## src/rtl/updi_reg_pkg.sv

```systemverilog
// Shared types and constants for the UPDI control/status register bank:
// access types, unlock key value, default masks and the UPDI register map.
package updi_reg_pkg;

  typedef enum logic [1:0] {
    ACC_RW  = 2'd0,
    ACC_RO  = 2'd1,
    ACC_W1C = 2'd2
  } acc_e;

  localparam logic [7:0]  UPDI_KEY_VAL = 8'hC5;
  localparam int          UPDI_NUM_REGS = 13;

  localparam logic [12:0] UPDI_DEF_RO_MASK   = 13'h0000;
  localparam logic [12:0] UPDI_DEF_W1C_MASK  = 13'h0000;
  localparam logic [12:0] UPDI_DEF_PROT_MASK = 13'h0000;

  localparam logic [3:0] UPDI_STATUSA         = 4'h0;
  localparam logic [3:0] UPDI_STATUSB         = 4'h1;
  localparam logic [3:0] UPDI_CTRLA           = 4'h2;
  localparam logic [3:0] UPDI_CTRLB           = 4'h3;
  localparam logic [3:0] UPDI_ASI_KEY_STATUS  = 4'h7;
  localparam logic [3:0] UPDI_ASI_RESET_REQ   = 4'h8;
  localparam logic [3:0] UPDI_ASI_CTRLA       = 4'h9;
  localparam logic [3:0] UPDI_ASI_SYS_CTRLA   = 4'hA;
  localparam logic [3:0] UPDI_ASI_SYS_STATUS  = 4'hB;
  localparam logic [3:0] UPDI_ASI_CRC_STATUS  = 4'hC;
  localparam logic [3:0] UPDI_KEY_ADDR        = 4'hC;

  // Read-only wins over write-1-to-clear when both mask bits are set.
  function automatic acc_e acc_of(input logic ro, input logic w1c);
    if (ro)  return ACC_RO;
    if (w1c) return ACC_W1C;
    return ACC_RW;
  endfunction

endpackage

```

## src/rtl/updi_reg_bank_if.sv

```systemverilog
// Port-0 CPU-style access bus between the UPDI instruction decoder (master)
// and the register bank (slave).
interface updi_reg_bank_if #(
  parameter int DATA_WIDTH = 8,
  parameter int ADDR_WIDTH = 4
);
  logic                  csb0;
  logic                  web0;
  logic [ADDR_WIDTH-1:0] addr0;
  logic [DATA_WIDTH-1:0] din0;
  logic [DATA_WIDTH-1:0] dout0;
  logic                  rvalid0;
  logic                  aerr0;

  modport master (
    output csb0, web0, addr0, din0,
    input  dout0, rvalid0, aerr0
  );

  modport slave (
    input  csb0, web0, addr0, din0,
    output dout0, rvalid0, aerr0
  );
endinterface

```

## src/rtl/updi_reg_cell.sv

```systemverilog
// One UPDI register: RW holds written data, W1C collects sticky hardware
// flags cleared by writing 1, RO simply mirrors its live hardware value.
module updi_reg_cell
  import updi_reg_pkg::*;
#(
  parameter int                    DATA_WIDTH = 8,
  parameter acc_e                  ACC        = ACC_RW,
  parameter logic [DATA_WIDTH-1:0] RESET_VAL  = '0
) (
  input  logic                  clk0,
  input  logic                  rst0_n,
  input  logic                  we,
  input  logic [DATA_WIDTH-1:0] wdata,
  input  logic [DATA_WIDTH-1:0] hw_set,
  input  logic [DATA_WIDTH-1:0] hw_ro_val,
  output logic [DATA_WIDTH-1:0] val
);

  if (ACC == ACC_RO) begin : g_ro
    assign val = hw_ro_val;
    wire unused_ro = ^{clk0, rst0_n, we, wdata, hw_set};
  end else begin : g_stored
    logic [DATA_WIDTH-1:0] val_q, val_d;

    // Set is applied after the clear so a same-cycle set/clear leaves the bit set.
    always_comb begin
      val_d = val_q;
      if (ACC == ACC_W1C) begin
        if (we) val_d = val_q & ~wdata;
        val_d = val_d | hw_set;
      end else if (we) begin
        val_d = wdata;
      end
    end

    always_ff @(posedge clk0 or negedge rst0_n) begin
      if (!rst0_n) val_q <= RESET_VAL;
      else         val_q <= val_d;
    end

    assign val = val_q;
    wire unused_stored = ^{hw_ro_val, hw_set};
  end

endmodule

```

## src/rtl/updi_reg_bank.sv

```systemverilog
// Parametrised UPDI control/status register bank with a two-stage port-0
// pipeline. Optional key-based write lock enabled by define UPDI_REG_LOCK_EN.
module updi_reg_bank
  import updi_reg_pkg::*;
#(
  parameter int                              DATA_WIDTH    = 8,
  parameter int                              ADDR_WIDTH    = 4,
  parameter int                              RAM_DEPTH     = 13,
  parameter logic [RAM_DEPTH-1:0]            RO_MASK       = '0,
  parameter logic [RAM_DEPTH-1:0]            W1C_MASK      = '0,
  parameter logic [RAM_DEPTH*DATA_WIDTH-1:0] RESET_VAL     = '0,
  parameter logic [ADDR_WIDTH-1:0]           KEY_ADDR      = ADDR_WIDTH'(4'hC),
  parameter logic [RAM_DEPTH-1:0]            PROT_MASK     = '0,
  parameter int                              UNLOCK_CYCLES = 16
) (
  input  logic                              clk0,
  input  logic                              rst0_n,
  updi_reg_bank_if.slave                    bus,
  input  logic [RAM_DEPTH*DATA_WIDTH-1:0]   hw_set,
  input  logic [RAM_DEPTH*DATA_WIDTH-1:0]   hw_ro_val,
  output logic [RAM_DEPTH*DATA_WIDTH-1:0]   reg_q,
  output logic                              locked0
);

  logic                  req_vld_q, req_vld_d;
  logic                  req_we_q, req_we_d;
  logic [ADDR_WIDTH-1:0] req_addr_q, req_addr_d;
  logic [DATA_WIDTH-1:0] req_din_q, req_din_d;
  logic [DATA_WIDTH-1:0] dout_q, dout_d;
  logic                  rvalid_q, rvalid_d;
  logic                  aerr_q, aerr_d;

  logic [DATA_WIDTH-1:0] cell_val [RAM_DEPTH];
  logic [DATA_WIDTH-1:0] rd_word;
  logic [RAM_DEPTH-1:0]  wr_en;
  logic [RAM_DEPTH-1:0]  prot_block;
  logic                  in_range;
  logic                  key_sel;
  logic                  locked_int;

  always_comb begin
    req_vld_d  = ~bus.csb0;
    req_we_d   = ~bus.web0;
    req_addr_d = bus.addr0;
    req_din_d  = bus.din0;
  end

  assign in_range = (int'(req_addr_q) < RAM_DEPTH);

  always_comb begin
    rd_word = '0;
    for (int i = 0; i < RAM_DEPTH; i++) begin
      if (int'(req_addr_q) == i) rd_word = cell_val[i];
    end
    if (key_sel) rd_word = {{(DATA_WIDTH-1){1'b0}}, locked_int};
  end

  always_comb begin
    dout_d   = dout_q;
    rvalid_d = 1'b0;
    aerr_d   = 1'b0;
    wr_en    = '0;
    if (req_vld_q) begin
      if (!in_range) begin
        aerr_d = 1'b1;
        if (!req_we_q) begin
          rvalid_d = 1'b1;
          dout_d   = '0;
        end
      end else if (!req_we_q) begin
        rvalid_d = 1'b1;
        dout_d   = rd_word;
      end else if (!key_sel) begin
        for (int i = 0; i < RAM_DEPTH; i++) begin
          if (int'(req_addr_q) == i) begin
            if (RO_MASK[i] || prot_block[i]) aerr_d   = 1'b1;
            else                             wr_en[i] = 1'b1;
          end
        end
      end
    end
  end

`ifdef UPDI_REG_LOCK_EN
  localparam int CNT_W = $clog2(UNLOCK_CYCLES + 1);

  logic [CNT_W-1:0] win_q, win_d;
  logic             key_wr;
  logic             prot_wr;

  assign key_sel    = (req_addr_q == KEY_ADDR);
  assign locked_int = (win_q == '0);
  assign prot_block = PROT_MASK & {RAM_DEPTH{locked_int}};
  assign key_wr     = req_vld_q & req_we_q & key_sel;
  assign prot_wr    = |(wr_en & PROT_MASK);

  // The window is open exactly while the counter is non-zero.
  always_comb begin
    win_d = win_q;
    if (win_q != '0) win_d = win_q - CNT_W'(1);
    if (key_wr) begin
      win_d = (req_din_q == DATA_WIDTH'(UPDI_KEY_VAL)) ? CNT_W'(UNLOCK_CYCLES) : '0;
    end else if (prot_wr) begin
      win_d = '0;
    end
  end

  always_ff @(posedge clk0 or negedge rst0_n) begin
    if (!rst0_n) win_q <= '0;
    else         win_q <= win_d;
  end
`else
  assign key_sel    = 1'b0;
  assign locked_int = 1'b0;
  assign prot_block = '0;
  wire unused_lock_cfg = ^{KEY_ADDR, PROT_MASK, 32'(UNLOCK_CYCLES)};
`endif

  assign locked0 = locked_int;

  for (genvar i = 0; i < RAM_DEPTH; i++) begin : g_cell
    updi_reg_cell #(
      .DATA_WIDTH (DATA_WIDTH),
      .ACC        (acc_of(RO_MASK[i], W1C_MASK[i])),
      .RESET_VAL  (RESET_VAL[i*DATA_WIDTH +: DATA_WIDTH])
    ) u_cell (
      .clk0      (clk0),
      .rst0_n    (rst0_n),
      .we        (wr_en[i]),
      .wdata     (req_din_q),
      .hw_set    (hw_set[i*DATA_WIDTH +: DATA_WIDTH]),
      .hw_ro_val (hw_ro_val[i*DATA_WIDTH +: DATA_WIDTH]),
      .val       (cell_val[i])
    );
    assign reg_q[i*DATA_WIDTH +: DATA_WIDTH] = cell_val[i];
  end

  always_ff @(posedge clk0 or negedge rst0_n) begin
    if (!rst0_n) begin
      req_vld_q  <= 1'b0;
      req_we_q   <= 1'b0;
      req_addr_q <= '0;
      req_din_q  <= '0;
      dout_q     <= '0;
      rvalid_q   <= 1'b0;
      aerr_q     <= 1'b0;
    end else begin
      req_vld_q  <= req_vld_d;
      req_we_q   <= req_we_d;
      req_addr_q <= req_addr_d;
      req_din_q  <= req_din_d;
      dout_q     <= dout_d;
      rvalid_q   <= rvalid_d;
      aerr_q     <= aerr_d;
    end
  end

  assign bus.dout0   = dout_q;
  assign bus.rvalid0 = rvalid_q;
  assign bus.aerr0   = aerr_q;

endmodule

```

## src/flat_wrapper.sv

```systemverilog
// flat-port wrapper written by rule: the top's interface ports become plain ports
module updi_reg_bank_flat import updi_reg_pkg::*;
#(
  parameter int                              DATA_WIDTH    = 8,
  parameter int                              ADDR_WIDTH    = 4,
  parameter int                              RAM_DEPTH     = 13,
  parameter logic [RAM_DEPTH-1:0]            RO_MASK       = '0,
  parameter logic [RAM_DEPTH-1:0]            W1C_MASK      = '0,
  parameter logic [RAM_DEPTH*DATA_WIDTH-1:0] RESET_VAL     = '0,
  parameter logic [ADDR_WIDTH-1:0]           KEY_ADDR      = ADDR_WIDTH'(4'hC),
  parameter logic [RAM_DEPTH-1:0]            PROT_MASK     = '0,
  parameter int                              UNLOCK_CYCLES = 16
)
  (clk0, rst0_n, hw_set, hw_ro_val, reg_q, locked0, bus_csb0, bus_web0, bus_addr0, bus_din0, bus_dout0, bus_rvalid0, bus_aerr0);
  updi_reg_bank_if #(.DATA_WIDTH(DATA_WIDTH), .ADDR_WIDTH(ADDR_WIDTH)) bus_i ();
  input  logic clk0;
  input  logic rst0_n;
  input  logic [RAM_DEPTH*DATA_WIDTH-1:0] hw_set;
  input  logic [RAM_DEPTH*DATA_WIDTH-1:0] hw_ro_val;
  output logic [RAM_DEPTH*DATA_WIDTH-1:0] reg_q;
  output logic locked0;
  input wire logic [$bits(bus_i.csb0)-1:0] bus_csb0;
  input wire logic [$bits(bus_i.web0)-1:0] bus_web0;
  input wire logic [$bits(bus_i.addr0)-1:0] bus_addr0;
  input wire logic [$bits(bus_i.din0)-1:0] bus_din0;
  output wire logic [$bits(bus_i.dout0)-1:0] bus_dout0;
  output wire logic [$bits(bus_i.rvalid0)-1:0] bus_rvalid0;
  output wire logic [$bits(bus_i.aerr0)-1:0] bus_aerr0;
  assign bus_i.csb0 = bus_csb0;
  assign bus_i.web0 = bus_web0;
  assign bus_i.addr0 = bus_addr0;
  assign bus_i.din0 = bus_din0;
  assign bus_dout0 = bus_i.dout0;
  assign bus_rvalid0 = bus_i.rvalid0;
  assign bus_aerr0 = bus_i.aerr0;
  updi_reg_bank #(.DATA_WIDTH(DATA_WIDTH), .ADDR_WIDTH(ADDR_WIDTH), .RAM_DEPTH(RAM_DEPTH), .RO_MASK(RO_MASK), .W1C_MASK(W1C_MASK), .RESET_VAL(RESET_VAL), .KEY_ADDR(KEY_ADDR), .PROT_MASK(PROT_MASK), .UNLOCK_CYCLES(UNLOCK_CYCLES)) u_core (.clk0(clk0), .rst0_n(rst0_n), .bus(bus_i), .hw_set(hw_set), .hw_ro_val(hw_ro_val), .reg_q(reg_q), .locked0(locked0));
endmodule
```

## config.mk

```make
export PLATFORM = sky130hd
export DESIGN_NAME = updi_reg_bank_flat
export DESIGN_NICKNAME = d
export VERILOG_FILES = /design/src/rtl/updi_reg_pkg.sv /design/src/rtl/updi_reg_bank_if.sv /design/src/rtl/updi_reg_cell.sv /design/src/rtl/updi_reg_bank.sv /design/src/flat_wrapper.sv
export SDC_FILE = /design/constraint.sdc
export NUM_CORES = 1
export LEC_CHECK = 0
export ABC_CLOCK_PERIOD_IN_PS = 2500
export BUFFER_PORTS_ARGS = -buffer_cell sky130_fd_sc_hd__buf_2
export CELL_PAD_IN_SITES_DETAIL_PLACEMENT = 1
export CELL_PAD_IN_SITES_GLOBAL_PLACEMENT = 2
export CORE_UTILIZATION = 26
export DETAILED_ROUTE_END_ITERATION = 12
export HOLD_SLACK_MARGIN = 0.15
export PLACE_DENSITY = 0.83
export SETUP_SLACK_MARGIN = 0.3
export SLEW_MARGIN = 40
export SYNTH_ARGS = -nofsm -noshare
export SYNTH_HDL_FRONTEND = slang
export SYNTH_SLANG_ARGS = --single-unit
```

## constraint.sdc

```tcl
create_clock -name clk0 -period 2.5 [get_ports clk0]
set_input_delay 0 -clock clk0 [delete_from_list [all_inputs] [get_ports clk0]]
set_output_delay 0 -clock clk0 [all_outputs]
set_load 0.05 [all_outputs]
```

==> flow_results.org, run 1 <==
** Outcome
- Outcome :: finished, violations left
- Violations in the final reports :: design-rule violations

** Logic synthesis
- Counting flops with an async set or reset pin after synthesis yields a share of 100.0%.
- Synthesized-area fraction occupied by adder cells :: 0.1705%
- Of the total synthesized cell area, the portion taken by AND, OR, NAND and NOR gates is 8.420%.
- For this run, the leading register cell type out of synthesis is sky130_fd_sc_hd__dfrtp_1.
- Number of nets in the synthesized netlist :: 686
- Yosys mapped a number of flops with a built-in enable equal to 0.
- After Yosys synthesis, XOR and XNOR cells account for 0% of the synthesized area.
- After synthesis the netlist holds a flip-flop and latch count of 128.
- Number of synthesis warnings :: 0
- Number of distinct library cell variants in the gate-level netlist after synthesis :: 50
- Synthesized netlist cell count :: 462
- Synth Area per Inst :: 12.70 µm²
- Sequential elements use 54.57% of the synthesized area.
- After synthesis the cells add up to 5869 µm².
- By area, the combinational part of the netlist is dominated by multiplexers.
- The portion of synthesized area spent on multiplexers is 21.96%.
- Complex-gate fraction of the synthesized area :: 11.47%

** Power
- Combinational logic is responsible for 31.2% of the overall power.
- IR drop worst, VDD :: 519.2 µV
- Total power :: 7.677 mW
- Power share of the clock group :: 32.4%
- The analysis attributes to cell leakage a power of 3.672 nW.
- Cell internal power was estimated by the tool at 4.607 mW.
- Net load switching power :: 3.070 mW
- For this design the ratio of total power to cell area is 988.1 nW/µm².
- Switching part of the total :: 39.99%
- Per report_power, the sequential group accounts for 36.4% of the total.

** Clock tree
- At the later pin of the worst-skew pair, clock insertion delay measures 430 ps.
- Total CTS buffers :: 17
- CTS placed an instance of sky130_fd_sc_hd__clkbuf_16 at the clock tree root.
- Clock transition time at the flip-flop clock pins of the worst setup and hold paths :: 60 ps
- The clock net in this run drives a total of 128 sinks.
- The clock tree synthesis step divided the H-tree into 4 levels.
- The longest clock path from root to sink contains 2 buffers.
- TritonCTS built the clock tree.

** GRT
- Global routing consumed, over all layers together, 17.50% of the routing resources.
- Summed over all layers, the global routing overflow is 0.
- The number of antenna violations at the first check in global routing was 0.
- Global routing used 25.54% of the available met2 tracks.
- Entering global routing, the biggest net connects 55 pins.
- Most Crowded Layer GR :: met2
- Global routing used 5.631% of the available met3 tracks.
- For met1 alone, demand over resource in global routing was 25.26%.
- The via count of the first global-routing pass is 4771.
- First-pass GRT wire length :: 30.32 mm

** Detailed routing
- After detailed routing, the number of remaining DRC violations is 12.
- Number of routed nets with antenna violations :: 0
- After detailed routing, the average wire length per cell comes to 21.06 µm.
- Detailed Route WL :: 19.44 mm
- Routed via count divided by cell count :: 4.926
- Vias :: 4547
- TritonRoute pass-1 iters :: 10
- Drt first-iter violations :: 270

** Critical path
- Data on the critical path is required at its endpoint by 2790 ps.
- Setup crit end kind :: register
- At the worst endpoint, the arrival time is 2440 ps.
- STA classifies the critical path startpoint as a register.
- CP Max Fanout :: 32
- The worst setup path is of the reg -> reg kind.

** Die
- In this run the horizontal extent of the chip is 152.3 µm.
- For this design the top-level I/O count stands at 339.
- Effective utilization at floorplan :: 26.73%
- Y dimension of the die :: 152.3 µm
- Die area :: 23180 µm²
- After floorplanning, the core was sized to cover 21960 µm².
- FP Rows :: 54

** Timing
- Number of max-slew violations in the final report :: 0
- Setup Viol. Count Final :: 0
- The final number of hold-violating endpoints came to 0.
- For the pin with the worst max-slew slack, the measured transition is 573.2 ps.
- Max-slew headroom :: 61.66%
- After layout, the worst path uses 85.71% of the clock period.
- On the final layout, the worst clock skew is 15.63 ps.
- Unrepaired setup endpoints after global routing :: yes
- Fmax :: 0.4667 GHz
- Time the worst path needs with I/O delays and setup :: 2143 ps
- TNS Setup :: 0 ps

** Final layout
- Fraction of layout cells with a size suffix above 1 :: 50.39%
- The net count of the finished layout is 854.
- Cells fill 35.38% of the core in the end.
- Area delta synth->final :: 32.38%
- The number of antenna diodes in the final layout is 0.
- After the flow finishes, the layout carries non-filler instances totaling 923.
- Highest-count cells in the layout ignoring fill and taps :: sky130_fd_sc_hd__buf_2, sky130_fd_sc_hd__dfrtp_1, sky130_fd_sc_hd__mux2_2, sky130_fd_sc_hd__buf_4, sky130_fd_sc_hd__nand2_1

** Placed design
- Summed over all nets, the half-perimeter wirelength after detailed placement is 14.01 mm.
- Final weighted congestion in routability-driven placement :: 0.7751
- Counting tap cells, the placed design contains a total of 872 instances.
- Port buffering added 129 buffers.

** Worst hold path
- Type of the worst min-delay path :: in -> async

** Flow run
- Reported max-cap violation count :: 0
## area by class of cell
cell class / instances / area [µm²]
fill: 2428 / 14190
sequential: 128 / 3203
multi-input combinational: 297 / 2480
timing repair buffer: 181 / 1126
clock buffer: 20 / 456.7
tap: 280 / 350.3
clock inverter: 12 / 135.1
inverter: 5 / 18.77
## what timing repair did
item	CTS	global route
setup buffers	1	2
pin swaps	1	4
endpoints found under the setup margin	7	14
hold buffers	16	0
resized for setup	1	2
hold endpoints to repair	142	0
## path summary, 6_finish.rpt
| check | to | slack [ps] | cells past startpoint | from |
|---|---|---|---|---|
| setup / recovery | u_core.bus.dout0[1]$_DFFE_PN0P_ | 360 | 7 | u_core.req_addr_q[1]$_DFF_PN0_ |
| hold / removal | u_core.req_din_q[5]$_DFF_PN0_ | 150 | 3 | rst0_n |
| setup reg to reg | u_core.bus.dout0[1]$_DFFE_PN0P_ | 360 | 7 | u_core.req_addr_q[1]$_DFF_PN0_ |
| hold reg to reg | u_core.bus.dout0[2]$_DFFE_PN0P_ | 480 | 2 | u_core.bus.dout0[2]$_DFFE_PN0P_ |
| max in group asynchronous | u_core.g_cell[3].u_cell.val[4]$_DFFE_PN0P_ | 1930 | 3 | rst0_n |
| min in group clk0 | u_core.req_din_q[7]$_DFF_PN0_ | 210 | 2 | bus_din0[7] |
## cell usage after synthesis, types with 3 or more instances
cell type,n,share of area (%)
sky130_fd_sc_hd__a211o_1,6,0.90
sky130_fd_sc_hd__a21boi_0,8,1.0
sky130_fd_sc_hd__a21oi_1,16,1.4
sky130_fd_sc_hd__a221o_1,8,1.4
sky130_fd_sc_hd__a222oi_1,5,0.85
sky130_fd_sc_hd__a22oi_1,6,0.77
sky130_fd_sc_hd__a2bb2oi_1,6,0.90
sky130_fd_sc_hd__and2_1,6,0.64
sky130_fd_sc_hd__buf_2,10,0.85
sky130_fd_sc_hd__buf_4,6,0.77
sky130_fd_sc_hd__buf_6,3,0.58
sky130_fd_sc_hd__clkbuf_1,13,0.83
sky130_fd_sc_hd__dfrtp_1,128,55
sky130_fd_sc_hd__inv_1,4,0.26
sky130_fd_sc_hd__mux2_2,108,21
sky130_fd_sc_hd__mux2i_1,5,0.85
sky130_fd_sc_hd__nand2_1,24,1.5
sky130_fd_sc_hd__nand2b_1,11,1.2
sky130_fd_sc_hd__nor2_1,14,0.90
sky130_fd_sc_hd__nor2_2,4,0.43
sky130_fd_sc_hd__nor3_1,3,0.26
sky130_fd_sc_hd__nor3_2,3,0.51
sky130_fd_sc_hd__nor3_4,3,0.83
sky130_fd_sc_hd__o21ai_0,16,1.4
sky130_fd_sc_hd__o22ai_1,8,0.85
sky130_fd_sc_hd__o31ai_1,6,0.77
## routing by layer
metal | vias to the layer above | wire [µm] | share of wire, %
li1 | 2044 | - | -
met1 | 2326 | 9646 | 50
met2 | 169 | 8265 | 43
met3 | 8 | 1427 | 7.3
met4 | 0 | 95 | 0.49
met5 | - | 0 | 0
## worst max-delay path: stages (launching register included)
cell,delay [ps]
sky130_fd_sc_hd__dfrtp_1,410
sky130_fd_sc_hd__buf_12,180
sky130_fd_sc_hd__and2_1,150
sky130_fd_sc_hd__a211o_1,260
sky130_fd_sc_hd__a221o_1,370
sky130_fd_sc_hd__a222oi_1,370
sky130_fd_sc_hd__buf_4,190
sky130_fd_sc_hd__o31ai_1,70
## power by group through the flow
stage	Combinational, mW	Clock (mW)	Sequential (mW)
2_1_floorplan	0.550	0	3.91
3_3_place_gp	2.34	0	2.81
3_5_place_dp	2.37	0	2.82
4_1_cts	2.41	2.55	2.79
5_1_grt	2.51	2.63	2.85
6_report	2.40	2.49	2.79
## registers in the layout, summed over array words and instances (netlist names)
register,cells
u_core.req_addr_q,4
u_core.req_vld_q,1
u_core.bus.rvalid0,1
u_core.req_we_q,1
u_core.req_din_q,8
u_core.bus.aerr0,1
u_core.bus.dout0,8
u_core.g_cell.u_cell.val,104
## cells by family (layout without fill, tap and decap cells)
logic type      Yosys count  in the layout
compound gates           95             95
fa+ha+maj                 1              1
buf+inv                  37            218
flops                   128            128
mux                     114            114
other cells               1              1
simple gates             86             86
## metrics by stage
step	setup WS (ps)	area, µm²	hold slack, ps
finish	357.1	7770	153.5
global route	275.1	7770	173.3
CTS	326.2	7737	158.8
detailed placement	168.6	6963	-43.37
global placement	213.2	6963	-51.23
floorplan	636.0	5869	-295.6
No activity file was read; power rests on OpenSTA's default activity.
==> run 2, diff against run 1 <==
- CTS_BUF_LIST: default -> sky130_fd_sc_hd__clkbuf_16
==> flow_results.org, run 2 (synthesis gave the netlist of run 1 again) <==
** Outcome
- Outcome :: finished, violations left
- The final reports fail on design-rule violations.

** Flow run
- The number of violations of the max-capacitance limit came to 0 (unchanged).

** Detailed routing
- Met1 Routed Length :: 9.623 mm (-0.24%)
- TritonRoute pass-1 iters :: 11 (+1)
- The routed length on met3 is 1.481 mm (+3.8%).
- The average detailed-routed wire length per instance came to 21.16 µm (+0.47%).
- The wire length after detailed routing came to 19.53 mm (+0.47%).
- The detailed router used layers up to and including met4.
- The number of nets with antenna violations after routing is 0 (unchanged).
- Routed via count divided by cell count :: 4.945 (+0.37%)
- The post-route DRC violation count is 12 (unchanged).
- The wire length on met2 came to 8.304 mm (+0.47%).
- Vias :: 4564 (+0.37%)
- Drt first-iter violations :: 320 (+19%)

** Critical path
- Cell family contributing the most delay on the critical path :: compound AO/OA/AOI/OAI gates
- The largest stage delay on the critical path was 410 ps (about the same).
- On the critical path, the stage with the largest delay is an instance of sky130_fd_sc_hd__dfrtp_1.
- Classification of the worst setup path :: reg -> reg
- Setup crit end kind :: register
- WP data required :: 2800 ps (about the same)
- Buffers and inverters on the worst path :: 2 (unchanged)
- STA classifies the critical path startpoint as a register.
- The maximum fanout along the worst path was 32 (unchanged).
- The arrival time of data at the critical path endpoint was 2430 ps (about the same).
- Cell-by-cell trace of the critical path :: buf_12 > and2_1 > a211o_1 > a221o_1 > a222oi_1 > buf_4 > o31ai_1

** Die
- Y dimension of the die :: 152.3 µm (unchanged)
- Effective utilization at floorplan :: 26.73% (unchanged)
- Die area :: 23180 µm² (unchanged)
- The chip width is 152.3 µm (unchanged).
- The floorplan core area came to 21960 µm² (unchanged).
- Count of boundary I/O pins :: 339 (unchanged)
- FP Rows :: 54 (unchanged)

** Placed design
- The half-perimeter wire length after placement is 14.01 mm (unchanged).
- Number of buffers added on ports :: 129 (unchanged)
- Final weighted congestion in routability-driven placement :: 0.7751 (unchanged)

** Timing
- Setup Viol. Count Final :: 0 (unchanged)
- The max-slew violation count came to 0 (unchanged).
- Worst Skew :: 16.00 ps (+0.3619 ps)
- The relative slew slack was 61.52% (-0.14 points).
- Slew @ Worst Pin :: 575.3 ps (+2.106 ps)
- Unrepaired setup endpoints after global routing :: yes
- The period utilization came to 85.32% (-0.39 points).
- Time the worst path needs with I/O delays and setup :: 2133 ps (-9.841 ps)
- Count of final hold-check violations :: 0 (unchanged)
- The total negative slack for setup checks came to 0 ps (unchanged).
- The highest clock frequency the design can meet is 0.4688 GHz (+0.46%).

** GRT
- The global-route wire length before repair was 30.27 mm (-0.16%).
- Total global routing overflow :: 0 (unchanged)
- Antenna violations before repair :: 0 (unchanged)
- The via count of the first global-routing pass is 4754 (-0.36%).
- The maximum number of pins on one net before global-route repair was 55 (unchanged).
- Overall Global Routing Usage :: 17.50% (about the same)

** Final layout
- Fraction of layout cells with a size suffix above 1 :: 50.08% (-0.31 points)
- Layout Nets :: 854 (unchanged)
- Leaving out fill and tap cells, the most frequent cells in the layout are sky130_fd_sc_hd__buf_2, sky130_fd_sc_hd__dfrtp_1, sky130_fd_sc_hd__mux2_2, sky130_fd_sc_hd__buf_4, sky130_fd_sc_hd__nand2_1.
- The flip-flop count of the largest register after layout came to 104 (unchanged).
- The sequential standard cell area is 3203 µm² (unchanged).
- Area delta synth->final :: 32.04%
- The antenna diode count was 0 (unchanged).
- Multi-input logic area :: 2480 µm² (unchanged)
- Fill count :: 2429 (+0.041%)

** Clock tree
- Clock tree from TritonCTS :: built
- Clock transition time at the flip-flop clock pins of the worst setup and hold paths :: 60 ps (about the same)
- Number of H-tree levels :: 4 (unchanged)
- The clock latency reported for the late side of the worst-skew pair came to 430 ps (about the same).
- Number of clock sinks seen by CTS :: 128 (unchanged)
- Maximum root-to-sink buffer count :: 2 (unchanged)
- Clock root buffer :: sky130_fd_sc_hd__clkbuf_16
- The number of CTS-inserted buffers came to 17 (unchanged).

** Power
- IR drop worst, VDD :: 515.9 µV (-0.64%)
- The total power per unit cell area is 983.1 nW/µm² (-0.51%).
- Leak Pwr :: 3.665 nW (-0.19%)
- Total power :: 7.619 mW (-0.76%)

** Worst hold path
- Type of the worst min-delay path :: in -> async
-- run 2: final cells by class --
class	instances	area share (%)
flip-flops and latches	128	41.33
multi-input cells	297	32.00
repair buffers	181	14.53
clock buffers	17	5.489
well taps	280	4.521
clock inverters	15	1.889
inverters	5	0.2422
-- run 2: worst paths after layout --
kind                                                  from                                    endpoint  slack, ps  depth (start not counted)
max                         u_core.req_addr_q[1]$_DFF_PN0_             u_core.bus.dout0[1]$_DFFE_PN0P_        370                          7
max in group asynchronous                           rst0_n  u_core.g_cell[1].u_cell.val[1]$_DFFE_PN0P_       1930                          3
min in group clk0                              bus_din0[7]               u_core.req_din_q[7]$_DFF_PN0_        210                          2
min reg2reg                u_core.bus.dout0[2]$_DFFE_PN0P_             u_core.bus.dout0[2]$_DFFE_PN0P_        480                          2
max reg2reg                 u_core.req_addr_q[1]$_DFF_PN0_             u_core.bus.dout0[1]$_DFFE_PN0P_        370                          7
min                                                 rst0_n  u_core.g_cell[9].u_cell.val[2]$_DFFE_PN0P_        150                          3
-- run 2: routing by layer --
layer / track usage [%] / vias up
met3: 5.631 / 10
met5: 0 / -
met4: 3.304 / 0
met2: 25.50 / 176
li1: - / 2044
met1: 25.28 / 2334
-- run 2: repair_timing --
item	in CTS	in global routing
gates resized for setup	1	2
endpoints found under the setup margin	7	15
pin swaps	1	4
setup buffers	1	2
hold endpoints to repair	142	0
hold buffers	16	0
-- run 2: where the power goes --
part	internal (mW)	switching (mW)	total (mW)
logic	0.656	1.74	2.40
clock network	1.46	0.971	2.43
registers	2.43	0.367	2.80
-- run 2: worst register-to-register path: cells and delay by family (launching register included) --
family | cells | cell delay (ps)
compound gates | 4 | 1070
buf+inv | 2 | 370
flops | 1 | 410
simple gates | 1 | 160
-- run 2: per-stage QoR --
step	util, %	std cells	cell area (µm²)	setup slack [ps]	hold WS, ps
floorplan	-	462	5869	636.0	-295.6
global placement	31.71	872	6963	213.2	-51.23
detailed placement	31.71	872	6963	168.6	-43.37
CTS	35.15	921	7717	327.4	158.2
global route	35.29	923	7750	280.0	173.3
finish	35.29	923	7750	367.0	151.1
